--- config.mk ---
export PLATFORM = sky130hd
export DESIGN_NAME = mem_access_unit
export DESIGN_NICKNAME = d
export VERILOG_FILES = /design/src/rtl/mem_access_unit.sv
export SDC_FILE = /design/constraint.sdc
export NUM_CORES = 1
export LEC_CHECK = 0
export BUFFER_PORTS_ARGS = -buffer_cell sky130_fd_sc_hd__buf_2
export CAP_MARGIN = 20
export CORE_MARGIN = 2
export CORE_UTILIZATION = 48
export CTS_BUF_LIST = sky130_fd_sc_hd__clkbuf_8
export DETAILED_ROUTE_END_ITERATION = 10
export HOLD_SLACK_MARGIN = 0.12
export PLACE_DENSITY = 0.84
export SYNTH_ARGS = -nofsm -noshare
export SYNTH_HDL_FRONTEND = slang
export SYNTH_SLANG_ARGS = --single-unit
--- constraint.sdc ---
create_clock -name clk -period 2.1 [get_ports clk]
set_input_delay 0.105 -clock clk [delete_from_list [all_inputs] [get_ports clk]]
set_output_delay 0.105 -clock clk [all_outputs]
set_load 0.005 [all_outputs]
--- src/rtl/mem_access_unit.sv ---
// Load/store unit between the CPU memory stage and a word-wide data RAM.
// Byte/half stores use read-modify-write; loads are sign- or zero-extended.
module mem_access_unit #(
  parameter int RAM_DEPTH = 256
) (
  input  logic        clk,
  input  logic        rst_n,
  input  logic        req_valid,
  output logic        req_ready,
  input  logic        req_we,
  input  logic [1:0]  req_size,
  input  logic        req_unsigned,
  input  logic [31:0] req_addr,
  input  logic [31:0] req_wdata,
  output logic        resp_valid,
  output logic [31:0] resp_rdata,
  output logic        resp_err,
  output logic        ram_read,
  output logic        ram_write,
  output logic [31:0] ram_addr,
  output logic [31:0] ram_wdata,
  input  logic [31:0] ram_rdata
);

  localparam logic [2:0] IDLE   = 3'd0;
  localparam logic [2:0] LOAD   = 3'd1;
  localparam logic [2:0] RMW_RD = 3'd2;
  localparam logic [2:0] WRITE  = 3'd3;
  localparam logic [2:0] RESP   = 3'd4;

  localparam logic [1:0]  SZ_B    = 2'b00;
  localparam logic [1:0]  SZ_H    = 2'b01;
  localparam logic [1:0]  SZ_W    = 2'b10;
  localparam logic [31:0] DEPTH_W = 32'(RAM_DEPTH);

  typedef struct packed {
    logic        we;
    logic [1:0]  size;
    logic        uns;
    logic [31:0] addr;
    logic [31:0] wdata;
  } req_t;

  logic [2:0]  state;
  req_t        r;
  logic [31:0] merge;
  logic        acc_err;
  logic        ram_busy;
  logic [7:0]  ld_byte;
  logic [15:0] ld_half;
  logic [31:0] ld_ext;
  logic [31:0] wr_word;

  // Priority: illegal size, then misalignment, then range.
  always_comb begin
    acc_err = 1'b0;
    if (req_size == 2'b11)                          acc_err = 1'b1;
    else if (req_size == SZ_H && req_addr[0])       acc_err = 1'b1;
    else if (req_size == SZ_W && req_addr[1:0] != 2'b00) acc_err = 1'b1;
    else if ({2'b00, req_addr[31:2]} >= DEPTH_W)    acc_err = 1'b1;
  end

  always_comb begin
    case (r.addr[1:0])
      2'd0:    ld_byte = ram_rdata[7:0];
      2'd1:    ld_byte = ram_rdata[15:8];
      2'd2:    ld_byte = ram_rdata[23:16];
      default: ld_byte = ram_rdata[31:24];
    endcase
    ld_half = r.addr[1] ? ram_rdata[31:16] : ram_rdata[15:0];
    case (r.size)
      SZ_B:    ld_ext = {{24{~r.uns & ld_byte[7]}}, ld_byte};
      SZ_H:    ld_ext = {{16{~r.uns & ld_half[15]}}, ld_half};
      default: ld_ext = ram_rdata;
    endcase
  end

  // Sub-word merge: each lane takes new data only when addressed.
  for (genvar k = 0; k < 4; k++) begin : g_lane
    logic hit;
    assign hit = (r.size == SZ_B && r.addr[1:0] == 2'(k)) ||
                 (r.size == SZ_H && r.addr[1] == 1'(k / 2));
    assign wr_word[8*k +: 8] = !hit ? merge[8*k +: 8] :
                               (r.size == SZ_H && (k % 2) == 1) ? r.wdata[15:8] : r.wdata[7:0];
  end

  always_ff @(posedge clk) begin
    if (!rst_n) begin
      state      <= IDLE;
      r          <= '0;
      merge      <= '0;
      resp_err   <= 1'b0;
      resp_rdata <= '0;
    end else begin
      case (state)
        IDLE: if (req_valid) begin
          r.we       <= req_we;
          r.size     <= req_size;
          r.uns      <= req_unsigned;
          r.addr     <= req_addr;
          r.wdata    <= req_wdata;
          resp_err   <= acc_err;
          resp_rdata <= '0;
          if (acc_err)             state <= RESP;
          else if (!req_we)        state <= LOAD;
          else if (req_size == SZ_W) state <= WRITE;
          else                     state <= RMW_RD;
        end
        LOAD: begin
          resp_rdata <= ld_ext;
          state      <= RESP;
        end
        RMW_RD: begin
          merge <= ram_rdata;
          state <= WRITE;
        end
        WRITE:   state <= RESP;
        RESP:    state <= IDLE;
        default: state <= IDLE;
      endcase
    end
  end

  assign ram_busy   = (state == LOAD) || (state == RMW_RD) || (state == WRITE);
  assign req_ready  = (state == IDLE);
  assign resp_valid = (state == RESP);
  // Gating with rst_n lets a reset in the WRITE cycle cancel the commit.
  assign ram_read   = rst_n && ((state == LOAD) || (state == RMW_RD));
  assign ram_write  = rst_n && (state == WRITE);
  assign ram_addr   = ram_busy ? {2'b00, r.addr[31:2]} : 32'd0;
  assign ram_wdata  = (state != WRITE) ? 32'd0 : (r.size == SZ_W) ? r.wdata : wr_word;

endmodule
### Word-level counts from Yosys, hierarchy flattened

Cells that the tools add are included.

| cells by class | value |
|---|---|
| $add $sub $neg | 0 |
| $mul | 0 |
| div/mod/pow operators | 0 |
| magnitude comparators | 1 |
| equality and inequality tests | 14 |
| shifts and indexed selects | 0 |
| mux-type cells | 22 |
| bitwise gates (word level) | 4 |
| reduce and logical (&&, ||, !) cells | 24 |

Operators with widths:

| cell | number |
|---|---|
| case mux 32 bit (2 select lines) | 2 |
| 2-to-1 mux 32 bit | 3 |
| 2-to-1 mux 8 bit | 5 |
| >= comparator 30 x 9 -> 1 bit (second input constant) | 1 |
| 2-to-1 mux 30 bit | 1 |
| case mux 8 bit (3 select lines) | 1 |
| 2-to-1 mux 16 bit | 1 |
| equality test 2 bit (second input constant) | 5 |
| logical AND 1 bit | 10 |
| case mux 3 bit (3 select lines) | 1 |
| equality test 2 x 1 -> 1 bit (second input constant) | 3 |
| equality test 3 x 2 -> 1 bit (second input constant) | 2 |
| logical OR 1 bit | 6 |
| 2-to-1 mux 3 bit | 2 |
| 2-to-1 mux 1 bit | 5 |
| zero test 2 bit | 2 |
| AND reduction 2 bit | 2 |
| nonzero test 2 bit | 2 |
| equality test 3 x 1 -> 1 bit (second input constant) | 1 |
| equality test 3 bit (second input constant) | 1 |
| zero test 3 bit | 1 |
| inequality test 3 x 2 -> 1 bit (second input constant) | 1 |
| bitwise AND 1 bit | 2 |
| 2-to-1 mux 2 bit | 1 |
| 3 further kinds | 4 |

| word-level totals | value |
|---|---|
| register bits after elaboration | 135 |
| bits in latches | 0 |
| bits in writable memories | 0 |
| bits in read-only memories | 0 |
| input bits | 103 |
| output and inout port bits | 101 |
| word-level logic and storage cells | 73 |
| memories kept | 0 |

### Depth between registers and ports, before layout

Gate-level depths: netlist (run 1).

| logic depth | value |
|---|---|
| depth after elaboration | 8 |
| mapped depth | 8 |
| gate-level depth less buffers | 4 |

### Worst setup path before layout (run 1)

Ideal clock, no wire load.

| timing path | value |
|---|---|
| path kind | register to register |
| from | register state[0] |
| to | register resp_rdata[27] |
| setup time | 58 ps |
| arrival | 1,997 ps |
| data required time | 2,042 ps |
| path slack | 45 ps |
| stages on the path, launching flop included | 9 |
| path buffers | 4 |
| clock period less this slack | 2,055 ps |
| path through | dfxtp_1 -> buf_4 -> or3b_1 -> buf_6 -> or2_0 -> buf_6 -> a2111oi_4 -> buf_6 -> a221o_2 |

| between the ends | value |
|---|---|
| cells in the longest elaborated chain, start to end | 3 |
| elaborated cells between the ends (all ways) | 6 |
| classes of those cells | eq/ne: 2; mux: 1; reduce/logical: 3 |

Ends and longest elaborated chain:

| item | line | text |
|---|---|---|
| start, declared | 44 | `logic [2:0] state;` |
| start signal, assigned | 89 | `state <= IDLE;` |
| start signal, assigned | 104 | `if (acc_err) state <= RESP;` |
| start signal, assigned | 105 | `else if (!req_we) state <= LOAD;` |
| equality test 3 x 1 -> 1 bit / zero test 3 bit (equally long branches) | 95 | `case (state)` |
| nonzero test 2 bit (no line) / inequality test 2 bit (equally long branches) | -- |  |
| AND reduction 2 bit (no line) | -- |  |
| end signal, assigned | 110 | `resp_rdata <= ld_ext;` |
| end, declared | 16 | `output logic [31:0] resp_rdata,` |

Several ways; a longest one is shown, not always the timed one.
A chain may end at the register's enable or synchronous reset.

### Worst setup path in the final report (run 1)

| timing path | value |
|---|---|
| from | register r[65] (netlist bit) |
| to | output ram_wdata[26] |

| between the ends | value |
|---|---|
| cells in the longest elaborated chain, start to end | 6 |
| elaborated cells between the ends (all ways) | 10 |
| classes of those cells | eq/ne: 2; mux: 4; reduce/logical: 4 |

Ends and longest elaborated chain:

| item | line | text |
|---|---|---|
| start, declared | 45 | `req_t r;` |
| equality test 2 x 1 -> 1 bit / zero test 2 bit (equally long branches) | 82, 84, 81 |  |
| logical AND 1 bit (on tied branches) | 82, 81 |  |
| logical OR 1 bit | 81 | `assign hit = (r.size == SZ_B && r.addr[1:0] == 2'(k)) \|\|` |
| 2-to-1 mux 8 bit | 83 | `assign wr_word[8*k +: 8] = !hit ? merge[8*k +: 8] :` |
| 2-to-1 mux 32 bit * (2 in a row) | 131 | `assign ram_wdata = (state != WRITE) ? 32'd0 : (r.size == SZ_W) ? r.wdata : wr_word;` |
| end, declared | 21 | `output logic [31:0] ram_wdata,` |

Every way passes the cells marked *; elsewhere a longest branch is shown, timed or not.

==> run summary, run 1 <==
The flow ran to the end, and the final reports show no timing, DRC or antenna violations. The run gives 29.3% as the headroom to the max-slew limit. The largest total area in the synthesized netlist belongs to sky130_fd_sc_hd__dfxtp_1. The net switching component of the power is 1.59 mW. Measured on the finished design, the core utilization comes to 70.3%. Number of pins with negative max-slew slack in the final report: 0. Max-cap violations in this run came to 0. Area of all placed cells without fillers: 0.00931 mm².

The tree is rooted in a sky130_fd_sc_hd__clkbuf_8. The floorplan has 42 rows. Compared with the post-synthesis result, the final layout area differs by 43.6%. The cell area power density works out to 646 mW/mm². By area, the combinational part of the netlist is dominated by compound AO/OA/AOI/OAI gates.

The run gives 0 as the residual DRC count. The arrival time at the worst endpoint is 1930 ps. For this run, the leading register cell type out of synthesis is sky130_fd_sc_hd__dfxtp_1. Dividing the detail-routed wire length by the instance count gives 18.4 µm. For the number of I/O pins, the log shows 204.

The kind of cell with the highest combined delay along the critical path is compound AO/OA/AOI/OAI gates. For this run, the slowest stage of the critical path takes 390 ps. The run gives 41.7% as the sequential cell area fraction in the yosys report. TritonCTS built the clock tree.

The worst register-to-register path has a setup slack of 140 ps. Setup repair after global routing could not meet its margin everywhere. The post-synthesis area per instance is 7.60 µm². Before antenna repair, the detailed router went through 6 iterations. Walking the worst path, the cells encountered are nor2b_4, buf_6, mux2i_1, a211o_1, a21oi_1, buf_2.

Leaving out fill and tap cells, the most frequent cell in the layout is sky130_fd_sc_hd__nand2_1. Based on the critical path, the design can be clocked at up to 491 MHz. For this run, the number of standard cells in the final layout without fillers is 1332. Sort of element at the start of the critical path: a flip-flop. The logs give 2000 ps for the data required time of the worst path and 773 for the number of DRC markers after the initial detailed-route iteration. The clock-pin slew reported for the worst setup and hold paths after clock tree synthesis works out to 80 ps. After Yosys synthesis, and, or, nand and nor cells account for 22.6% of the synthesized area. After layout, the minimum clock period comes to 2030 ps.

The tools report the weighted congestion reported at the end of routability-driven placement as 0.907. Synthesis handed over a netlist of 853 instances. In this run the worst hold path is classified as input port to flip-flop.

Global routing consumed, over all layers together, 32.4% of the routing resources. The tools report the HPWL after detailed placement as 15.3 mm. The critical path is of the flip-flop to output port type.

The floorplan step set the die width to 120 µm. The die area is 0.0145 mm². No sink is reached through more buffers than the 2 on the longest clock path. Number of global-route vias before repair: 6971. For this run, the number of Yosys warnings is 0. The top cell types in the final layout, fill and taps aside, are 238 x sky130_fd_sc_hd__nand2_1, 201 x sky130_fd_sc_hd__buf_2, 156 x sky130_fd_sc_hd__a21oi_1, 131 x sky130_fd_sc_hd__dfxtp_1, 107 x sky130_fd_sc_hd__dlygate4sd3_1. The total overflow left after global routing is 0. In this run the static leakage power is 3.95 nW. The run gives 4.43 mW as the internal power consumption.

The transition time of the tightest slew-check pin works out to 1060 ps. By area the synthesized netlist is led by sky130_fd_sc_hd__dfxtp_1 42%, sky130_fd_sc_hd__nand2_1 14%, sky130_fd_sc_hd__a21oi_1 12%. Cells with a size suffix above 1 make up 26.9% of the layout. The run gives 0 as the count of nets left with antenna violations after detail routing. The tools report the sequential group share of total power as 45.0%. Net switching is 26.4% of the power. The number of buffers and inverters on the critical path was 2. The placed instances occupy a cell area of 0.00766 mm². Once placement completed, the tool counted placed cells totaling 1189.

Dividing the final minimum period by the clock period gives 96.9%. The repair_antennas step left the layout with diodes totalling 0. The run gives 101 as the maximum number of pins on one net before global-route repair. The tools report the setup-violating endpoint count in the final report as 0. On the critical path, the stage with the largest delay is an instance of sky130_fd_sc_hd__dfxtp_4. The tools report the sort of element at the end of the critical path as an output port. The count of state elements after synthesis was 135.

Wires add up to 24.5 mm. The count of nets after finishing was 1246; the global-route wire length before repair was 36.3 mm. The run gives 0 as the number of antenna violations at the first check in global routing. The clock tree skew after final layout was 10.5 ps; the total of buffers placed on input and output ports was 201.

Count of H-tree levels built during CTS: 4. The number of synthesized flops with an enable pin was 0. Of the total synthesized cell area, the portion taken by XOR and XNOR cells is 0%. The tools report the number of sinks driven by the clock tree as 135. Of all flip-flops after synthesis, the portion carrying an async set or reset was 0%.

The clock network burns 40.2% of the power. Summing over every cut layer, the via total after detailed routing is 7552. The total clock buffers created by CTS came out at 17. Source-to-sink clock delay at the later pin of the worst-skew pair: 460 ps. The cell area that synthesis handed to floorplanning was 0.00648 mm². For the core outline area, the log shows 0.0132 mm².

The top cell type by area accounts for 41.7% of the synthesized area. Summing the areas of all compound-gate instances in the mapped netlist gives 24.9% of the synthesized area. The netlist uses 43 different library cells.

The maximum VDD drop is 458 µV, and the ratio of routed vias to standard cells is 5.67. The starting utilization of the core area is 49.0%. The synthesized netlist devotes 0% of its cell area to adder and majority cells. In this run the vertical extent of the chip is 120 µm. Along the worst path, the maximum fanout reaches 8. For the final hold violation count, the log shows 0.

The mux share of post-synthesis cell area was 5.29%. The share of total power dissipated in combinational logic is 14.9%.
-- power groups by stage --
stage,clock network [mW],registers [mW],logic [mW]
finish,2.42,2.71,0.896
global route,2.55,2.71,0.958
CTS,2.44,2.70,0.833
detailed placement,0,2.76,0.671
global placement,0,2.75,0.663
floorplan,0,2.73,0.407
-- synth_stat cells, drive strengths merged (8+ instances only) --
library cell  instances
and2                 32
mux2i                23
mux2                 10
nand2               238
o211ai                9
a21oi               157
a221o                16
clkbuf               60
a211o                16
a22o                  8
nor2                 31
inv                  10
buf                  14
a311oi                8
dfxtp               135
o21ai                33
-- logic make-up after synthesis --
| logic type | Yosys count |
|---|---|
| AO/OA/AOI/OAI | 261 |
| AND/OR/NAND/NOR | 338 |
| flip-flops | 135 |
| other | 1 |
| multiplexers | 33 |
| buffers and inverters | 85 |
-- final cells by class --
type	count	area (µm²)
fill	1015	3930
sequential	135	2720
inverter	11	42.5
timing repair buffer	344	2380
clock buffer	20	275
tap	176	220
clock inverter	12	174
multi-input combinational	634	3500
-- per-layer routing --
metal  routed length (µm)  vias to the layer above  global-route usage [%]
li1                     -                     3506                       -
met1                 9560                     3451                    39.9
met2                11400                      509                    52.9
met3                 2600                       86                    8.73
met4                  903                        0                    14.8
met5                    0                        -                       0
-- worst register-to-register path, cell delays in order (launching register included) --
cell and delay, ps:
sky130_fd_sc_hd__dfxtp_1 320, sky130_fd_sc_hd__buf_4 150, sky130_fd_sc_hd__nand2b_1 200, sky130_fd_sc_hd__nor3_4 230, sky130_fd_sc_hd__clkbuf_16 230, sky130_fd_sc_hd__o21ai_0 80, sky130_fd_sc_hd__dlygate4sd3_1 550, sky130_fd_sc_hd__a21oi_1 120
-- path summary, 6_finish.rpt --
check	endpoint	depth (start not counted)	startpoint
max reg2reg	resp_err	7	state[1]
max	ram_wdata[26]	6	r[65]
min	state[0]	4	rst_n
min reg2reg	r[34]	2	r[34]
-- state kept, by name, summed over array words and instances (netlist names) --
register,cells
resp_rdata,32
state,3
r,67
resp_err,1
merge,32
-- per-stage QoR --
stage                     setup TNS (ps)  power [mW]  hold slack [ps]  setup WS, ps
after CTS                              0        5.98              196          6.02
after global routing               -8.38        6.22              245         -4.78
after floorplan                        0        3.14              241          45.2
after global placement                 0        3.42              347           252
final                                  0        6.02              231          65.1
after detailed placement               0        3.43              350           251
-- timing repair --
| action | in CTS | in global routing |
|---|---|---|
| cloned | 0 | 2 |
| hold buffers | 107 | 0 |
| resized for setup | 15 | 12 |
| endpoints found under the setup margin | 26 | 29 |
| buffers inserted | 0 | 2 |
| hold endpoints to repair | 135 | 0 |
| pin swaps | 0 | 2 |
(Power assumes the default switching activity.)
==> inputs of run 2 (changes only) <==
Settings changed: REMOVE_ABC_BUFFERS set to 1.
==> run summary, run 2 (synthesis results as in run 1) <==
The count of nets after finishing is 1255 (+0.72%), and the starting utilization of the core area is 49.0% (unchanged). The cell area power density is 639 mW/mm² (-1.1%). For the area of all placed cells without fillers, the log shows 0.00941 mm² (+0.98%). The number of I/O pins is 204 (unchanged).

The number of buffers and inverters on the critical path is 3 (+1), and the final clock period utilization by the worst path is 100% (+3.3 points). The tools report the number of detailed-route iterations in the first pass as 5 (-1). The sort of element at the start of the critical path was a flip-flop. The logs give 0 (unchanged) for the number of antenna violations at the first check in global routing and 0.0145 mm² (unchanged) for the die area. The total of max-cap violations is 0 (unchanged). The number of sinks driven by the clock tree is 135 (unchanged), and the highest clock rate is 475 MHz (-3.3%).

More flip-flops sit in one register than any other, and that register is r. The final hold violation count was 0 (unchanged). The delay of the slowest cell on the worst path works out to 360 ps (-30 ps). The cell sitting at the root of the clock tree is a sky130_fd_sc_hd__clkbuf_8. The number of global-route vias before repair was 7413 (+6.3%). The final reports fail on setup timing.

The count of H-tree levels built during CTS is 4 (unchanged). The tools report the non-filler instance count after layout as 1341 (+0.68%). The total of buffers placed on input and output ports is 201 (unchanged). STA classifies the critical path endpoint as an output port. The run gives 450 ps (about the same) as the source-to-sink clock delay at the later pin of the worst-skew pair. Counting stages on the worst path, the most repeated cell is sky130_fd_sc_hd__a21oi_1. The run gives 2 (unchanged) as the maximum count of clock buffers along a single path.

The maximum number of pins on one net before global-route repair was 70 (-31%); the total clock buffers created by CTS was 17 (unchanged). The run gives 0 (unchanged) as the residual DRC count. The global-route wire length before repair was 37.2 mm (+2.4%); the final total negative setup slack was -4.84 ps (-4.84 ps). The leading cell type in the layout, fill and taps excluded was sky130_fd_sc_hd__nand2_1.

The area overhead of the layout relative to synthesis works out to 45.0%. For the row count, the log shows 42 (unchanged). The instance count after placement with tap cells included was 1197 (+0.67%); the setup-violating endpoint count in the final report was 1 (+1).

The number of flip-flops in the largest register was 67 (unchanged); the worst-case setup slack after placement was -104 ps (-355 ps). Number of DRC markers after the initial detailed-route iteration: 995 (+29%). The run gives 2000 ps (+70 ps) as the arrival time at the worst endpoint. The run gives 954 (-6.0%) as the total of fill cells in the finished design. The core outline area is 0.0132 mm² (unchanged), and the count of vias placed by the detailed router is 7665 (+1.5%). The maximum VDD drop came out at 549 µV (+20%). The run gives 0 (unchanged) as the number of pins with negative max-slew slack in the final report.

The type of the setup path with the least slack was flip-flop to output port. The largest registers in the layout are r: 67 flops, merge: 32 flops, resp_rdata: 32 flops. The logs give 431 ps (+200 ps) for the worst-case hold slack and 2000 ps (about the same) for the data required time of the worst path. The tightest min-delay check is of the input port to flip-flop type. Top fanout value on the critical path: 8 (unchanged). For the HPWL after detailed placement, the log shows 14.4 mm (-6.3%). Traced cell by cell, the critical path runs through buf_12, nor2_2, buf_6, a21oi_1, a211o_1, a21oi_1, buf_2.

The instance area at placement is 0.00774 mm² (+0.95%). Worst path setup slack after routing: -4.84 ps (-69.9 ps). Detail-routed net length per standard cell: 18.0 µm (-2.1%). The clock-pin slew reported for the worst setup and hold paths after clock tree synthesis is 80 ps (about the same). The all-layer global routing usage was 32.3% (-0.085 points); the fraction of final layout cells sized beyond drive strength 1 was 28.7% (+1.8 points). The die height is 120 µm (unchanged). The overall power after layout is 6.01 mW (-0.14%), and the clock period minus worst slack is 2100 ps (+69.9 ps). TritonCTS built the clock tree.

The run gives 51.1% (+22 points) as the headroom to the max-slew limit. The flow ran to the end, but the final reports show violations. The horizontal die dimension works out to 120 µm (unchanged).

The top cell types in the final layout, fill and taps aside, are 238 x sky130_fd_sc_hd__nand2_1, 202 x sky130_fd_sc_hd__buf_2, 149 x sky130_fd_sc_hd__a21oi_1, 131 x sky130_fd_sc_hd__dfxtp_1, 103 x sky130_fd_sc_hd__dlygate4sd3_1. Library cell contributing the largest single delay on the critical path: sky130_fd_sc_hd__dfxtp_4. The weighted congestion reported at the end of routability-driven placement was 0.913 (+0.65%); the ratio of routed vias to standard cells was 5.72 (+0.82%).

The transition time of the tightest slew-check pin is 734 ps (-327 ps), and the residual overflow from global routing is 0 (unchanged). Grouping stages by cell kind, the critical path spends the most delay in compound AO/OA/AOI/OAI gates. The post-route core utilization was 71.0% (+0.69 points); the clock tree skew after final layout was 7.72 ps (-2.78 ps).

Setup repair after global routing could not meet its margin everywhere. The logs give 4.01 nW (+1.6%) for the static leakage power and 0 (unchanged) for the count of nets left with antenna violations after detail routing. The tools report the number of antenna diodes as 0 (unchanged). The routed wire length came out at 24.1 mm (-1.5%).
run 2: area by class of cell:
| class | count | area (µm²) | area share (%) |
|---|---|---|---|
| Clock buffer | 19 | 262 | 2.78 |
| Clock inverter | 13 | 179 | 1.90 |
| Inverter | 11 | 42.5 | 0.452 |
| Multi-Input combinational cell | 634 | 3530 | 37.6 |
| Sequential cell | 135 | 2720 | 28.9 |
| Tap cell | 176 | 220 | 2.34 |
| Timing Repair Buffer | 353 | 2450 | 26.1 |
run 2: timing repair:
item	4_1_cts	5_1_grt
cloned	0	0
resized for setup	17	20
setup endpoints to repair	45	25
hold buffers	103	0
hold endpoints to repair	135	0
setup buffers	2	7
pin swaps	2	9
run 2: per-layer routing:
layer  wire [µm]  track usage [%]  up-vias
met4        1010             14.0        0
met2       11400             53.5      530
met1        9270             39.4     3509
met5           0                0        -
li1            -                -     3531
met3        2400             9.01       95
run 2: tightest hold or removal path, delay by kind of cell:
kind,cells,cell delay [ps]
AND/OR/NAND/NOR,1,40
buffers and inverters,2,650
AO/OA/AOI/OAI,1,50
run 2: power breakdown:
part / leakage [nW] / switching [mW] / internal [mW]
registers: 1.10 / 0.0663 / 2.63
logic: 2.69 / 0.480 / 0.423
clock network: 0.225 / 1.06 / 1.35
total: 4.01 / 1.61 / 4.41
run 2: final timing paths:
check | start | slack (ps) | depth (start not counted) | end
worst max register to register | r[32] | 240 | 6 | resp_rdata[20]
worst max-delay path | r[66] | -5 | 7 | ram_wdata[13]
worst min-delay path | req_wdata[17] | 430 | 4 | r[17]
worst min register to register | r[39] | 460 | 2 | r[39]
